==> src/rtl/mem_port_arbiter_pkg.sv <==
// Shared definitions for the memory port arbiter: FSM states, grant owner
// encoding and the default pipeline/interface sizing parameters.
package mem_port_arbiter_pkg;

  localparam int          DEFAULT_XLEN      = 32;
  localparam int          DEFAULT_ADDR_SIZE = 32;
  localparam int unsigned DEFAULT_TIMEOUT   = 255;
  localparam int          WDOG_W            = 8;

  typedef enum logic [1:0] {
    IDLE     = 2'd0,
    GNT_F    = 2'd1,
    GNT_E_RD = 2'd2,
    GNT_E_WR = 2'd3
  } arb_state_e;

  typedef enum logic {
    GRANT_F = 1'b0,
    GRANT_E = 1'b1
  } grant_e;

endpackage

==> src/rtl/arb_watchdog.sv <==
// Grant watchdog: counts read-grant cycles without a memory response and
// flags expiry on the cycle the count reaches TIMEOUT.
module arb_watchdog
  import mem_port_arbiter_pkg::*;
#(
  parameter int unsigned TIMEOUT = DEFAULT_TIMEOUT
) (
  input  logic clk,
  input  logic rst,
  input  logic clear,
  input  logic tick,
  output logic expired
);

  localparam logic [WDOG_W-1:0] LAST = WDOG_W'(TIMEOUT - 1);

  logic [WDOG_W-1:0] count;

  // The first grant cycle sees count==0, so expiry lands on the TIMEOUT-th idle cycle.
  assign expired = tick && (count == LAST);

  // NOTE: sequential state uses non-blocking (<=) so every flop samples pre-edge values.
  always_ff @(posedge clk) begin
    if (rst) begin
      count <= '0;
    end else if (clear || expired) begin
      count <= '0;
    end else if (tick) begin
      count <= count + 1'b1;
    end
  end

endmodule

==> src/rtl/mem_port_arbiter.sv <==
// Arbitrates one memory port between instruction fetch and execute load/store,
// with round-robin on contention and read-modify-write sequencing for stores.
module mem_port_arbiter
  import mem_port_arbiter_pkg::*;
#(
  parameter int          XLEN           = DEFAULT_XLEN,
  parameter int          READ_ADDR_SIZE = DEFAULT_ADDR_SIZE,
  parameter int unsigned TIMEOUT        = DEFAULT_TIMEOUT
) (
  input  logic                      clk,
  input  logic                      rst,
  input  logic                      f_readEn,
  input  logic [READ_ADDR_SIZE-1:0] f_readAddr,
  output logic                      f_readFin,
  output logic [XLEN-1:0]           f_readData,
  input  logic                      e_reqEn,
  input  logic                      e_isStore,
  input  logic [READ_ADDR_SIZE-1:0] e_addr,
  input  logic [XLEN-1:0]           e_writeData,
  output logic                      e_fin,
  output logic [XLEN-1:0]           e_readData,
  output logic                      mem_readEn,
  output logic                      mem_writeEn,
  output logic [READ_ADDR_SIZE-1:0] mem_readAddr,
  output logic [READ_ADDR_SIZE-1:0] mem_writeAddr,
  output logic [XLEN-1:0]           mem_writeData,
  input  logic                      mem_readFin,
  input  logic [XLEN-1:0]           mem_radData,
  output logic                      timeoutErr
);

  arb_state_e      state, state_d;
  grant_e          last_grant, last_grant_d;
  logic [XLEN-1:0] old_word, old_word_d;
  logic            rd_grant, wd_expired;

  assign rd_grant = (state == GNT_F) || (state == GNT_E_RD);

  arb_watchdog #(.TIMEOUT(TIMEOUT)) u_watchdog (
    .clk     (clk),
    .rst     (rst),
    .clear   (!rd_grant),
    .tick    (rd_grant && !mem_readFin),
    .expired (wd_expired)
  );

  // NOTE: every always_comb output gets a default first so no path infers a latch.
  always_comb begin
    state_d       = state;
    last_grant_d  = last_grant;
    old_word_d    = old_word;
    f_readFin     = 1'b0;
    f_readData    = '0;
    e_fin         = 1'b0;
    e_readData    = '0;
    mem_readEn    = 1'b0;
    mem_writeEn   = 1'b0;
    mem_readAddr  = '0;
    mem_writeAddr = '0;
    mem_writeData = '0;
    timeoutErr    = 1'b0;
    // Outputs are decoded from the registered state, so reset must mask them
    // in the same cycle to abort a pending write or completion.
    if (!rst) begin
      unique case (state)
        IDLE: begin
          if (e_reqEn && (!f_readEn || last_grant != GRANT_E)) state_d = GNT_E_RD;
          else if (f_readEn)                                 state_d = GNT_F;
        end
        GNT_F: begin
          mem_readEn   = 1'b1;
          mem_readAddr = f_readAddr;
          if (mem_readFin) begin
            f_readFin    = 1'b1;
            f_readData   = mem_radData;
            state_d      = IDLE;
            last_grant_d = GRANT_F;
          end else if (wd_expired) begin
            timeoutErr   = 1'b1;
            state_d      = IDLE;
            last_grant_d = GRANT_F;
          end
        end
        GNT_E_RD: begin
          mem_readEn   = 1'b1;
          mem_readAddr = e_addr;
          if (mem_readFin) begin
            if (e_isStore) begin
              old_word_d = mem_radData;
              state_d    = GNT_E_WR;
            end else begin
              e_fin        = 1'b1;
              e_readData   = mem_radData;
              state_d      = IDLE;
              last_grant_d = GRANT_E;
            end
          end else if (wd_expired) begin
            timeoutErr   = 1'b1;
            state_d      = IDLE;
            last_grant_d = GRANT_E;
          end
        end
        GNT_E_WR: begin
          mem_writeEn   = 1'b1;
          mem_writeAddr = e_addr;
          mem_writeData = e_writeData;
          e_fin         = 1'b1;
          e_readData    = old_word;
          state_d       = IDLE;
          last_grant_d  = GRANT_E;
        end
        default: state_d = IDLE;
      endcase
    end
  end

  always_ff @(posedge clk) begin
    if (rst) begin
      state      <= IDLE;
      last_grant <= GRANT_F;
      old_word   <= '0;
    end else begin
      state      <= state_d;
      last_grant <= last_grant_d;
      old_word   <= old_word_d;
    end
  end

endmodule

==> config.mk <==
export PLATFORM = sky130hd
export DESIGN_NAME = mem_port_arbiter
export DESIGN_NICKNAME = d
export VERILOG_FILES = /design/src/rtl/mem_port_arbiter_pkg.sv /design/src/rtl/arb_watchdog.sv /design/src/rtl/mem_port_arbiter.sv
export SDC_FILE = /design/constraint.sdc
export NUM_CORES = 1
export LEC_CHECK = 0
export CAP_MARGIN = 20
export CORE_AREA = 2 2 117 119
export CTS_CLUSTER_SIZE = 28
export DETAILED_ROUTE_END_ITERATION = 10
export DIE_AREA = 0 0 119 121
export GPL_TIMING_DRIVEN = 0
export PLACE_DENSITY = 0.7
export SLEW_MARGIN = 5
export SYNTH_ARGS = -nofsm -noshare
export SYNTH_HDL_FRONTEND = slang
export SYNTH_SLANG_ARGS = --single-unit
==> constraint.sdc <==
create_clock -name clk -period 4.4 [get_ports clk]
set_input_delay 0.66 -clock clk [delete_from_list [all_inputs] [get_ports clk]]
set_output_delay 0.66 -clock clk [all_outputs]
set_load 0.05 [all_outputs]
Word level (Yosys, flattened, before mapping)
Index checks and enable logic that the tools add are counted.
Storage, ports and cells
  register bits after elaboration: 43
  logic and storage cells: 70
Operators by class
  add/subtract/negate cells: 1
  reductions and logical operators: 15
  equality and inequality tests: 8
  multiplexer cells: 41
  bitwise logic cells: 1
Operators with widths (number)
  32-bit 2-to-1 mux: 11
  32-bit case mux with 2 select lines: 2
  1-bit 2-to-1 mux: 19
  2-bit 2-to-1 mux: 6
  8-bit by 1-bit adder with 8-bit output (second input constant): 1
  8-bit equality test (second input constant): 1
  2-bit case mux with 4 select lines: 1
  3-bit by 2-bit inequality test with 1-bit output (second input constant): 2
  3-bit inequality test (second input constant): 2
  2-bit equality test (second input constant): 2
  4-bit AND reduction: 1
  2-bit OR reduction: 2
  1-bit logical AND: 3
  1-bit logical NOT: 3
  1-bit logical OR: 3
  1-bit case mux with 3 select lines: 1
  3-bit AND reduction: 1
  3-bit nonzero test: 1
  2-bit by 1-bit equality test with 1-bit output (second input constant): 1
  2-bit logical NOT: 1
  1-bit case mux with 2 select lines: 1
  1-bit inverter: 1

Depth between registers and ports, before layout
Gate-level depths: netlist of run 1.
  depth after elaboration: 8
  gate-level depth with buffers: 8
  gate-level depth less buffers: 6

Hierarchy
A second synthesis of run 1 with hierarchy kept.
Unflattened totals
  cell total of the unflattened synthesis: 488
  area, all modules: 3349.5 um^2
By module, submodules not included
  mem_port_arbiter: area each 2927.8 um^2, times used 1, cells an instance 440
  arb_watchdog: area each 421.7 um^2, times used 1, cells an instance 48

Worst setup path after synthesis of run 1
OpenSTA, ideal clock, no wires.
  kind: reg2out
  start: register state[0]
  end: output port mem_writeAddr[22]
  slack: 1.841 ns
  stages on the path, launching flop included: 6
  arrival time: 1.899 ns
  buffers on the path: 2
  path through: dfxtp_1 > ha_1 > buf_2 > nor2b_1 > clkbuf_1 > and2_1
Between the ends
  longest elaborated chain between the ends: 3
RTL lines
  start, declared: RTL line mem_port_arbiter.sv:32  | arb_state_e state, state_d;
  start signal, assigned: RTL line mem_port_arbiter.sv:123  | state <= state_d;
  2-bit equality test: RTL line mem_port_arbiter.sv:65  | unique case (state)
  32-bit 2-to-1 mux: RTL line mem_port_arbiter.sv:65
  32-bit 2-to-1 mux: RTL line mem_port_arbiter.sv:64  | if (!rst) begin
  end, declared: RTL line mem_port_arbiter.sv:25  | output logic [READ_ADDR_SIZE-1:0] mem_writeAddr,
No other way between the ends.

Final worst setup path of run 1
  start: input port mem_readFin
  end: output port f_readData[6]
Between the ends
  longest elaborated chain between the ends: 3
RTL lines
  start, declared: RTL line mem_port_arbiter.sv:27  | input logic mem_readFin,
  32-bit 2-to-1 mux: RTL line mem_port_arbiter.sv:73  | if (mem_readFin) begin
  32-bit 2-to-1 mux: RTL line mem_port_arbiter.sv:65
  32-bit 2-to-1 mux: RTL line mem_port_arbiter.sv:64
  end, declared: RTL line mem_port_arbiter.sv:15  | output logic [XLEN-1:0] f_readData,
No other way between the ends.

==> impl_metrics.prom, run 1 <==
# TYPE chip_impl_metric gauge
chip_impl_metric{name="met3_routing_resource_usage_after_global_routing",unit="%"} 6.67
chip_impl_metric{name="nets",unit=""} 921
chip_impl_metric{name="maxSlewViolCount",unit=""} 0
chip_impl_metric{name="drtPass1Iterations",unit=""} 7
chip_impl_info{name="hold_path_class",value="register to register"} 1
chip_impl_metric{name="cts_inserted_buffers",unit=""} 5
chip_impl_metric{name="max_slew_margin",unit="%"} 53.0
chip_impl_metric{name="ir_worst_vdd",unit="V"} 0.000135
chip_impl_info{name="r2r_end",value="u_watchdog.count[1]$_SDFFE_PP0P_"} 1
chip_impl_info{name="clock_tree.root_cell",value="clkbuf_16"} 1
chip_impl_metric{name="routed_wire_length",unit="um"} 17000
chip_impl_info{name="tritoncts",value="yes"} 1
chip_impl_info{name="status",value="complete, no violations"} 1
chip_impl_metric{name="global_route.usage.total",unit="%"} 22.1
chip_impl_metric{name="syn_area_per_cell",unit="um^2"} 6.79
chip_impl_info{name="leading_cell_type_in_the_layout_fill_and_taps_excluded",value="clkdlybuf4s50_1"} 1
chip_impl_metric{name="first_global_vias",unit=""} 4399
chip_impl_metric{name="layout_min_cycle_time",unit="ps"} 3860
chip_impl_metric{name="hold_viol",unit=""} 0
chip_impl_metric{name="core_area",unit="um^2"} 13100
chip_impl_metric{name="clock_skew",unit="ps"} 2.09
chip_impl_metric{name="grt_first_pass_wirelength",unit="um"} 25000
chip_impl_info{name="rsz_0062_raised_after_global_routing",value="no"} 1
chip_impl_metric{name="power_density",unit="nW/um^2"} 222
chip_impl_metric{name="gr-usage-met1",unit="%"} 26.9
chip_impl_metric{name="critical_path_arrival",unit="ps"} 3200
chip_impl_metric{name="fin_tns_setup",unit="ps"} 0
chip_impl_metric{name="syn_to_final_growth",unit="%"} 105
chip_impl_metric{name="clkTransAtPathRegs",unit="ps"} 60
chip_impl_metric{name="die_w",unit="um"} 119
chip_impl_metric{name="worst_pin_slew",unit="ps"} 702
chip_impl_metric{name="mappedNetlistArea",unit="um^2"} 3220
chip_impl_metric{name="r2r_slack",unit="ps"} 2520
chip_impl_info{name="timing.critical_path.to_type",value="output port"} 1
chip_impl_info{name="crit_end",value="f_readData[6]"} 1
chip_impl_metric{name="cp_data_required_time",unit="ps"} 3740
chip_impl_metric{name="sequential_cell_area_fraction_in_the_yosys_report",unit="%"} 26.7
chip_impl_metric{name="grt_antenna_before_repair",unit=""} 0
chip_impl_info{name="startpoint_type",value="input port"} 1
chip_impl_metric{name="n_fill_cell",unit=""} 1274
chip_impl_metric{name="worstSkewPairLatency",unit="ps"} 280
chip_impl_metric{name="final_antenna_net_count",unit=""} 0
chip_impl_info{name="top_usage_layer",value="met2"} 1
chip_impl_metric{name="post_synth_inst_count",unit=""} 475
chip_impl_metric{name="drc",unit=""} 0
chip_impl_metric{name="io_pins",unit=""} 299
chip_impl_metric{name="post_route_cells_drive_above_1_share",unit="%"} 2.56
chip_impl_metric{name="place.port_buffers",unit=""} 298
chip_impl_metric{name="initial_utilization",unit="%"} 24.6
chip_impl_metric{name="cts-root-to-sink-buffers",unit=""} 2
chip_impl_metric{name="overflow",unit=""} 0
chip_impl_info{name="critical_path.startpoint",value="mem_readFin"} 1
chip_impl_metric{name="synth_cell_type_count",unit=""} 33
chip_impl_info{name="setup.worst_path.class",value="input port to output port"} 1
chip_impl_metric{name="dp.final_hpwl",unit="um"} 13700
chip_impl_metric{name="multiInputGateArea",unit="um^2"} 2160
chip_impl_metric{name="fmaxAchievable",unit="GHz"} 0.259
chip_impl_metric{name="sequential_cell_area",unit="um^2"} 861
chip_impl_metric{name="grt_max_degree",unit=""} 14
chip_impl_metric{name="routabilityCongestion",unit=""} 0.917
chip_impl_metric{name="placementRows",unit=""} 42
chip_impl_metric{name="cts_sinks",unit=""} 43
chip_impl_metric{name="die-height",unit="um"} 121
chip_impl_metric{name="route.vias.total",unit=""} 4564
chip_impl_metric{name="antenna_cells_inserted",unit=""} 0
chip_impl_metric{name="setup-violations-final",unit=""} 0
chip_impl_info{name="most-common-layout-cells",value="clkdlybuf4s50_1, and2_1, nor2_1, nand2_1, a22oi_1"} 1
chip_impl_metric{name="count_of_cells_resized_by_post_cts_repair",unit=""} 0
chip_impl_metric{name="detail_route.vias_per_cell",unit=""} 4.77
chip_impl_metric{name="wire_per_inst",unit="um"} 17.7
chip_impl_metric{name="synth.net_count",unit=""} 616
chip_impl_metric{name="drv_cap",unit=""} 0
chip_impl_metric{name="htree_levels",unit=""} 2
chip_impl_metric{name="cts_post_setup_buffers_inserted",unit=""} 0
chip_impl_metric{name="finalCritPeriodShare",unit="%"} 87.8
chip_impl_metric{name="worstPathMaxFanout",unit=""} 10
chip_impl_metric{name="cts-hold-fix-buffers",unit=""} 0
chip_impl_metric{name="reg2regPathDepth",unit=""} 6
chip_impl_metric{name="grt_use_met2",unit="%"} 38.3
chip_impl_metric{name="dieArea",unit="um^2"} 14400
chip_impl_metric{name="dr.first_iter.drc_count",unit=""} 280
chip_impl_metric{name="power_leakage",unit="nW"} 2.26
chip_impl_metric{name="postSynthRegisterBits",unit=""} 43
chip_impl_metric{name="core_utilization_of_the_finished_layout",unit="%"} 50.4
chip_impl_info{name="worstReg2RegStart",value="state[1]$_SDFFE_PP0P_"} 1
chip_impl_metric{name="yosysWarnings",unit=""} 0
[logic make-up (layout without fill, tap and decap cells)]
| group | after synthesis | in the layout | synth area share, % |
|---|---|---|---|
| AO/OA/AOI/OAI | 105 | 105 | 22.1 |
| XOR/XNOR | 7 | 7 | 1.90 |
| adder cells (fa/ha/maj) | 7 | 7 | 2.72 |
| buffers and inverters | 48 | 354 | 6.41 |
| flip-flops | 43 | 43 | 26.7 |
| multiplexers | 1 | 1 | 0.311 |
| AND/OR/NAND/NOR | 264 | 264 | 39.9 |
[per-layer routing]
metal,vias to the layer above,part of all wire (%)
met1,2111,42
met3,18,8.9
met2,239,48
li1,2196,-
met4,0,1.6
met5,-,0
[worst min path at each step]
stage | slack (ps) | endpoint | depth (start not counted) | startpoint
CTS | 460 | old_word[6]$_SDFFE_PP0P_ | 2 | old_word[6]$_SDFFE_PP0P_
global route | 470 | old_word[27]$_SDFFE_PP0P_ | 2 | old_word[27]$_SDFFE_PP0P_
finish | 450 | old_word[6]$_SDFFE_PP0P_ | 2 | old_word[6]$_SDFFE_PP0P_
global placement | 440 | old_word[1]$_SDFFE_PP0P_ | 2 | old_word[1]$_SDFFE_PP0P_
floorplan | 440 | old_word[0]$_SDFFE_PP0P_ | 2 | old_word[0]$_SDFFE_PP0P_
detailed placement | 450 | old_word[6]$_SDFFE_PP0P_ | 2 | old_word[6]$_SDFFE_PP0P_
[synthesized netlist by cell type]
| master | n | area, um^2 |
|---|---|---|
| a211oi_1 | 2 | 15.0 |
| nor3b_1 | 1 | 7.51 |
| nor2b_1 | 2 | 12.5 |
| dfxtp_1 | 43 | 861 |
| o21bai_1 | 2 | 15.0 |
| mux2i_1 | 1 | 10.0 |
| buf_2 | 8 | 40.0 |
| xnor2_1 | 2 | 17.5 |
| nand4_1 | 3 | 18.8 |
| ha_1 | 7 | 87.6 |
| o2bb2ai_1 | 1 | 8.76 |
| nor2_1 | 80 | 300 |
| o21ai_1 | 1 | 5.00 |
| or3b_1 | 1 | 8.76 |
| a22oi_1 | 64 | 480 |
| and2_1 | 96 | 601 |
| or3_1 | 1 | 6.26 |
| nand2b_1 | 2 | 12.5 |
| a21oi_1 | 33 | 165 |
| and4b_1 | 1 | 10.0 |
| a311oi_2 | 1 | 15.0 |
| clkbuf_2 | 1 | 5.00 |
| and4_1 | 1 | 8.76 |
| xor2_1 | 5 | 43.8 |
| nand2_1 | 69 | 259 |
| inv_1 | 5 | 18.8 |
| buf_6 | 2 | 22.5 |
| and3_1 | 2 | 12.5 |
| nand3_1 | 2 | 10.0 |
| a21o_1 | 1 | 7.51 |
| nor3_1 | 2 | 10.0 |
| clkbuf_1 | 32 | 120 |
| nand3b_1 | 1 | 7.51 |
[final cells by class]
type / instances / share of cell area (%)
buffer: 43 / 2.84
timing repair buffer: 298 / 45.2
sequential: 43 / 13.0
clock buffer: 6 / 2.10
multi-input combinational: 384 / 32.7
clock inverter: 2 / 0.531
tap: 176 / 3.34
inverter: 5 / 0.284
[flip-flops by register name, indices dropped and copies added (netlist names)]
name,cells
last_grant,1
u_watchdog.count,8
state,2
old_word,32
[critical path, cell delays in order]
cell	delay [ps]
clkdlybuf4s50_1	620
nand2_1	90
nor2_1	450
clkbuf_1	360
and2_1	180
clkdlybuf4s50_1	840
[per-stage QoR]
stage | setup slack (ps) | hold WS, ps | total power [mW] | cells | cell area (um^2)
after floorplan | 1840 | 437 | 0.754 | 475 | 3220
final | 536 | 455 | 1.46 | 957 | 6600
after CTS | 520 | 457 | 1.48 | 957 | 6600
after global routing | 373 | 474 | 1.53 | 957 | 6600
after global placement | 576 | 442 | 1.02 | 949 | 6430
after detailed placement | 532 | 449 | 1.03 | 949 | 6430
[report_power, final]
| part | total (mW) | switching [mW] | internal (mW) |
|---|---|---|---|
| Clock | 0.439 | 0.157 | 0.282 |
| Sequential | 0.413 | 0.00934 | 0.403 |
| Combinational | 0.613 | 0.361 | 0.252 |
(Power assumes the default switching activity.)
==> run 2, diff against run 1 <==
--- a/config.mk
+++ b/config.mk
@@ -10,6 +10,7 @@
 export CTS_CLUSTER_SIZE = 28
 export DETAILED_ROUTE_END_ITERATION = 10
 export DIE_AREA = 0 0 119 121
+export GPL_ROUTABILITY_DRIVEN = 1
 export GPL_TIMING_DRIVEN = 0
 export PLACE_DENSITY = 0.7
 export SLEW_MARGIN = 5
==> results of run 2 <==
Same layout as run 1: the final DEF is identical, and so are final timing and power.
==> RTL edit 1 (config.mk and constraints of run 1) <==
Change the package constant `DEFAULT_TIMEOUT` from 255 to 127.
--- a/src/rtl/mem_port_arbiter_pkg.sv
+++ b/src/rtl/mem_port_arbiter_pkg.sv
@@ -6,3 +6,3 @@
   localparam int          DEFAULT_ADDR_SIZE = 32;
-  localparam int unsigned DEFAULT_TIMEOUT   = 255;
+  localparam int unsigned DEFAULT_TIMEOUT   = 127;
   localparam int          WDOG_W            = 8;
Function: no difference found for any inputs over 4 cycles, from zero or initial values and one cycle with rst high; that may be too few to reach the edited logic, so the function may still have changed.
==> RTL edit 1 against run 1 <==
Wire length down 14%. Final area fell by 0.30%. Largest power group unchanged. Sequential cell count stayed put. Critical path depth stayed put. Area after synthesis fell by 0.54%. Total power shrank 1.5%. Setup slack got worse by 0.0048 ns. Clock power down 4%.
==> RTL edit 1: results (changes against run 1) <==
WHS Endpoint=old_word[14] (was old_word[6]); drt pass-1 iters=6 (was 7); Worst Path Arrival=3.21 ns (was 3.20 ns); vias in the first global route=4374 (was 4399); non-clk buf share=0.4803 (was 0.4804); pre-CTS setup slack=0.4880 ns (was 0.5319 ns); Seq pwr share=0.286 (was 0.282); hpwl dp=12.09 mm (was 13.75 mm); top cells by area, synth=dfxtp_1 27%, and2_1 19%, a22oi_1 15%, nor2_1 9.1%, nand2_1 8.2% (was dfxtp_1 27%, and2_1 19%, a22oi_1 15%, nor2_1 9.3%, nand2_1 8.0%); critical path startpoint=rst (was mem_readFin); status=finished clean (unchanged); Worst slew margin=0.6031 (was 0.5305); layout cells sized above 1=0.02308 (was 0.02561); fillcell total=1231 (was 1274); Yosys cell types=31 (was 33); DR vias/cell=4.650 (was 4.769); slowest cell delay on critical path=0.81 ns (was 0.84 ns); Setup crit end=mem_writeAddr[20] (was f_readData[6]); first-pass GRT wire length=22.89 mm (was 24.98 mm); VDD IR max=0.2012 mV (was 0.1348 mV); top cells by count, synth=96 x and2_1, 78 x nor2_1, 70 x nand2_1 (was 96 x and2_1, 80 x nor2_1, 69 x nand2_1); clk_skew=0.007168 ns (was 0.002094 ns); Post-Route WL=14.68 mm (was 16.98 mm); largest registers=old_word (32), u_watchdog.count (8), state (2) (unchanged); gr usage total=0.1945 (was 0.2210); Clock buffer cells=5 (was 6); Final nets=920 (was 921); M3 GR Usage=0.04417 (was 0.06673); Inverters excl. clock=4 (was 5); flop2flop setup slack=2.47 ns (was 2.52 ns); R2R depth=7 (was 6); start of the worst register-to-register path=state[0] (was state[1]); WL met1=5.937 mm (was 7.068 mm); WL met2=7.787 mm (was 8.118 mm); Warnings, synthesis=0 (unchanged); final worst setup slack=0.5309 ns (was 0.5357 ns); initial drt markers=176 (was 280); Layout clock area frac=0.02605 (was 0.02635); combinational power=0.000608 W (was 0.000613 W); internal power consumption=0.0009231 W (was 0.0009378 W); Seq/Total Area, Yosys=0.2685 (was 0.2671); largest net degree at the start of global routing=16 (was 14); hold_sp=old_word[14] (was old_word[6]); nonclk buf count=342 (was 341); Critical R2R Capture=u_watchdog.count[7] (was u_watchdog.count[1])
RTL edit 1: through the flow:
| stage | hold slack [ns] | total power (W) | instances | instance area (sq um) |
|---|---|---|---|---|
| final | 0.4567 | 0.001443 | 956 | 6580 |
| after global routing | 0.4744 | 0.001519 | 956 | 6580 |
| after CTS | 0.4572 | 0.001459 | 956 | 6580 |
| after detailed placement | 0.4475 | 0.001029 | 948 | 6409 |
| after global placement | 0.4429 | 0.001018 | 948 | 6409 |
| after floorplan | 0.4368 | 0.0007532 | 474 | 3206 |
RTL edit 1: worst register-to-register path: cells and delay by family, from the launching register on:
family	cells	cell delay, ns
AND/OR/NAND/NOR	4	0.67
buffers and inverters	2	0.38
adder cells (fa/ha/maj)	1	0.38
flip-flops	1	0.38
RTL edit 1: cells by family after synthesis:
kind of cell    synth area share
simple gates              0.3970
compound gates            0.2248
buf+inv                  0.06011
flops                     0.2685
xor+xnor                 0.01913
fa+ha+maj                0.02732
mux                     0.003123
==> RTL edit 2 (config.mk and constraints of run 1) <==
Made on the original files. `old_word` no longer has a reset.
--- a/src/rtl/mem_port_arbiter.sv
+++ b/src/rtl/mem_port_arbiter.sv
@@ -120,3 +120,2 @@
       last_grant <= GRANT_F;
-      old_word   <= '0;
     end else begin
@@ -124,4 +123,7 @@
       last_grant <= last_grant_d;
-      old_word   <= old_word_d;
     end
+  end
+
+  always_ff @(posedge clk) begin
+    old_word <= old_word_d;
   end
Formal check against the unedited RTL: no difference found for any inputs over 4 cycles, from zero or initial values and one cycle with rst high; that may be too few to reach the edited logic, so the function may still have changed.
==> RTL edit 2 against run 1 <==
Register-to-register slack worse by 0.45 ns. Count of clock-buffer cells in the layout is 1 lower. Final area is 0.85% lower. Largest power group unchanged. Utilization is 0.43 points lower. Fmax is 4.3% higher. Area after synthesis is 2.3% lower. Sequential cell count stayed put. Setup slack better by 0.16 ns. First-iteration DRC count is 18% lower. Total power is 45% higher. Wire length is 8.1% lower.
==> RTL edit 2: results (changes against run 1) <==
status=finished clean (unchanged); Worst Path Arrival=3.04 ns (was 3.20 ns); I/O Buffers=297 (was 298); VDD IR max=0.2012 mV (was 0.1348 mV); Gate Count Post-Synth=373 (was 475); fillcell total=1226 (was 1274); Non-Filler Instances=854 (was 957); Placer Congestion=0.9299 (was 0.9174); largest net degree at the start of global routing=33 (was 14); syn_nets=514 (was 616); drt pass-1 iters=6 (was 7); cell total after placement=846 (was 949); Critical R2R Capture=old_word[12] (was u_watchdog.count[1]); Yosys cell types=36 (was 33); switch share=0.4258 (was 0.3596); hpwl dp=12.62 mm (was 13.75 mm); Clock Power=0.000481 W (was 0.000439 W); XOR/XNOR Fraction of Synth Area=0.01946 (was 0.01902); clk_skew=0.006699 ns (was 0.002094 ns); gr usage total=0.2060 (was 0.2210); Inverters excl. clock=4 (was 5); Seq/Total Area, Yosys=0.3749 (was 0.2671); FF+latch area=1181 sq um (was 860.8 sq um); fraction of area in multi-input gates=0.2772 (was 0.3266); multiplexer share of the synthesized area=0.003177 (was 0.003106); start of the worst register-to-register path=state[0] (was state[1]); Mean Syn Cell Area=8.446 sq um (was 6.785 sq um); flop2flop setup slack=2.07 ns (was 2.52 ns); DR vias/cell=4.645 (was 4.769); Logic pwr share=0.549 (was 0.418); vias in the first global route=4010 (was 4399); R2R depth=5 (was 6); Synth Area in Compound Gates=0.1743 (was 0.2209); Multi-input gate area=1814 sq um (was 2156 sq um); Setup crit end=f_readData[17] (was f_readData[6]); nonclk buf count=331 (was 341); Layout clock area frac=0.02945 (was 0.02635); initial drt markers=229 (was 280); Worst Tran Pin Value=0.9148 ns (was 0.7021 ns); first-pass GRT wire length=23.07 mm (was 24.98 mm); multi-input gate count=292 (was 384); Final nets=818 (was 921)
-- RTL edit 2: cell types whose count changed after synthesis, sizes merged, moves of 2 or more --
cell           run 1  this run
a21oi             33         2
buf               10        16
clkbuf            33        18
dfxtp             43        11
edfxtp             0        32
nand2             69         6
nor2              80        82
-- RTL edit 2: worst min path at each step --
stage                       endpoint  slack [ns]  cells past startpoint
after floorplan           last_grant        0.46                      2
after global placement    last_grant        0.48                      2
after detailed placement  last_grant        0.51                      2
after CTS                 last_grant        0.51                      2
after global routing      last_grant        0.54                      2
final                     last_grant        0.51                      2
-- RTL edit 2: critical path, stage by stage --
cell and delay (ns):
clkdlybuf4s50_1 0.58, nand2_1 0.07, nor2_1 0.41, clkbuf_1 0.32, and2_1 0.18, clkdlybuf4s50_1 0.81
-- RTL edit 2: routing by layer --
metal / routed length (um) / up-vias / global-route usage
met1: 6376 / 1865 / 0.2448
li1: - / 1896 / -
met4: 256 / 0 / 0.05952
met5: 0 / - / 0
met3: 1394 / 15 / 0.06109
met2: 7579 / 191 / 0.3596
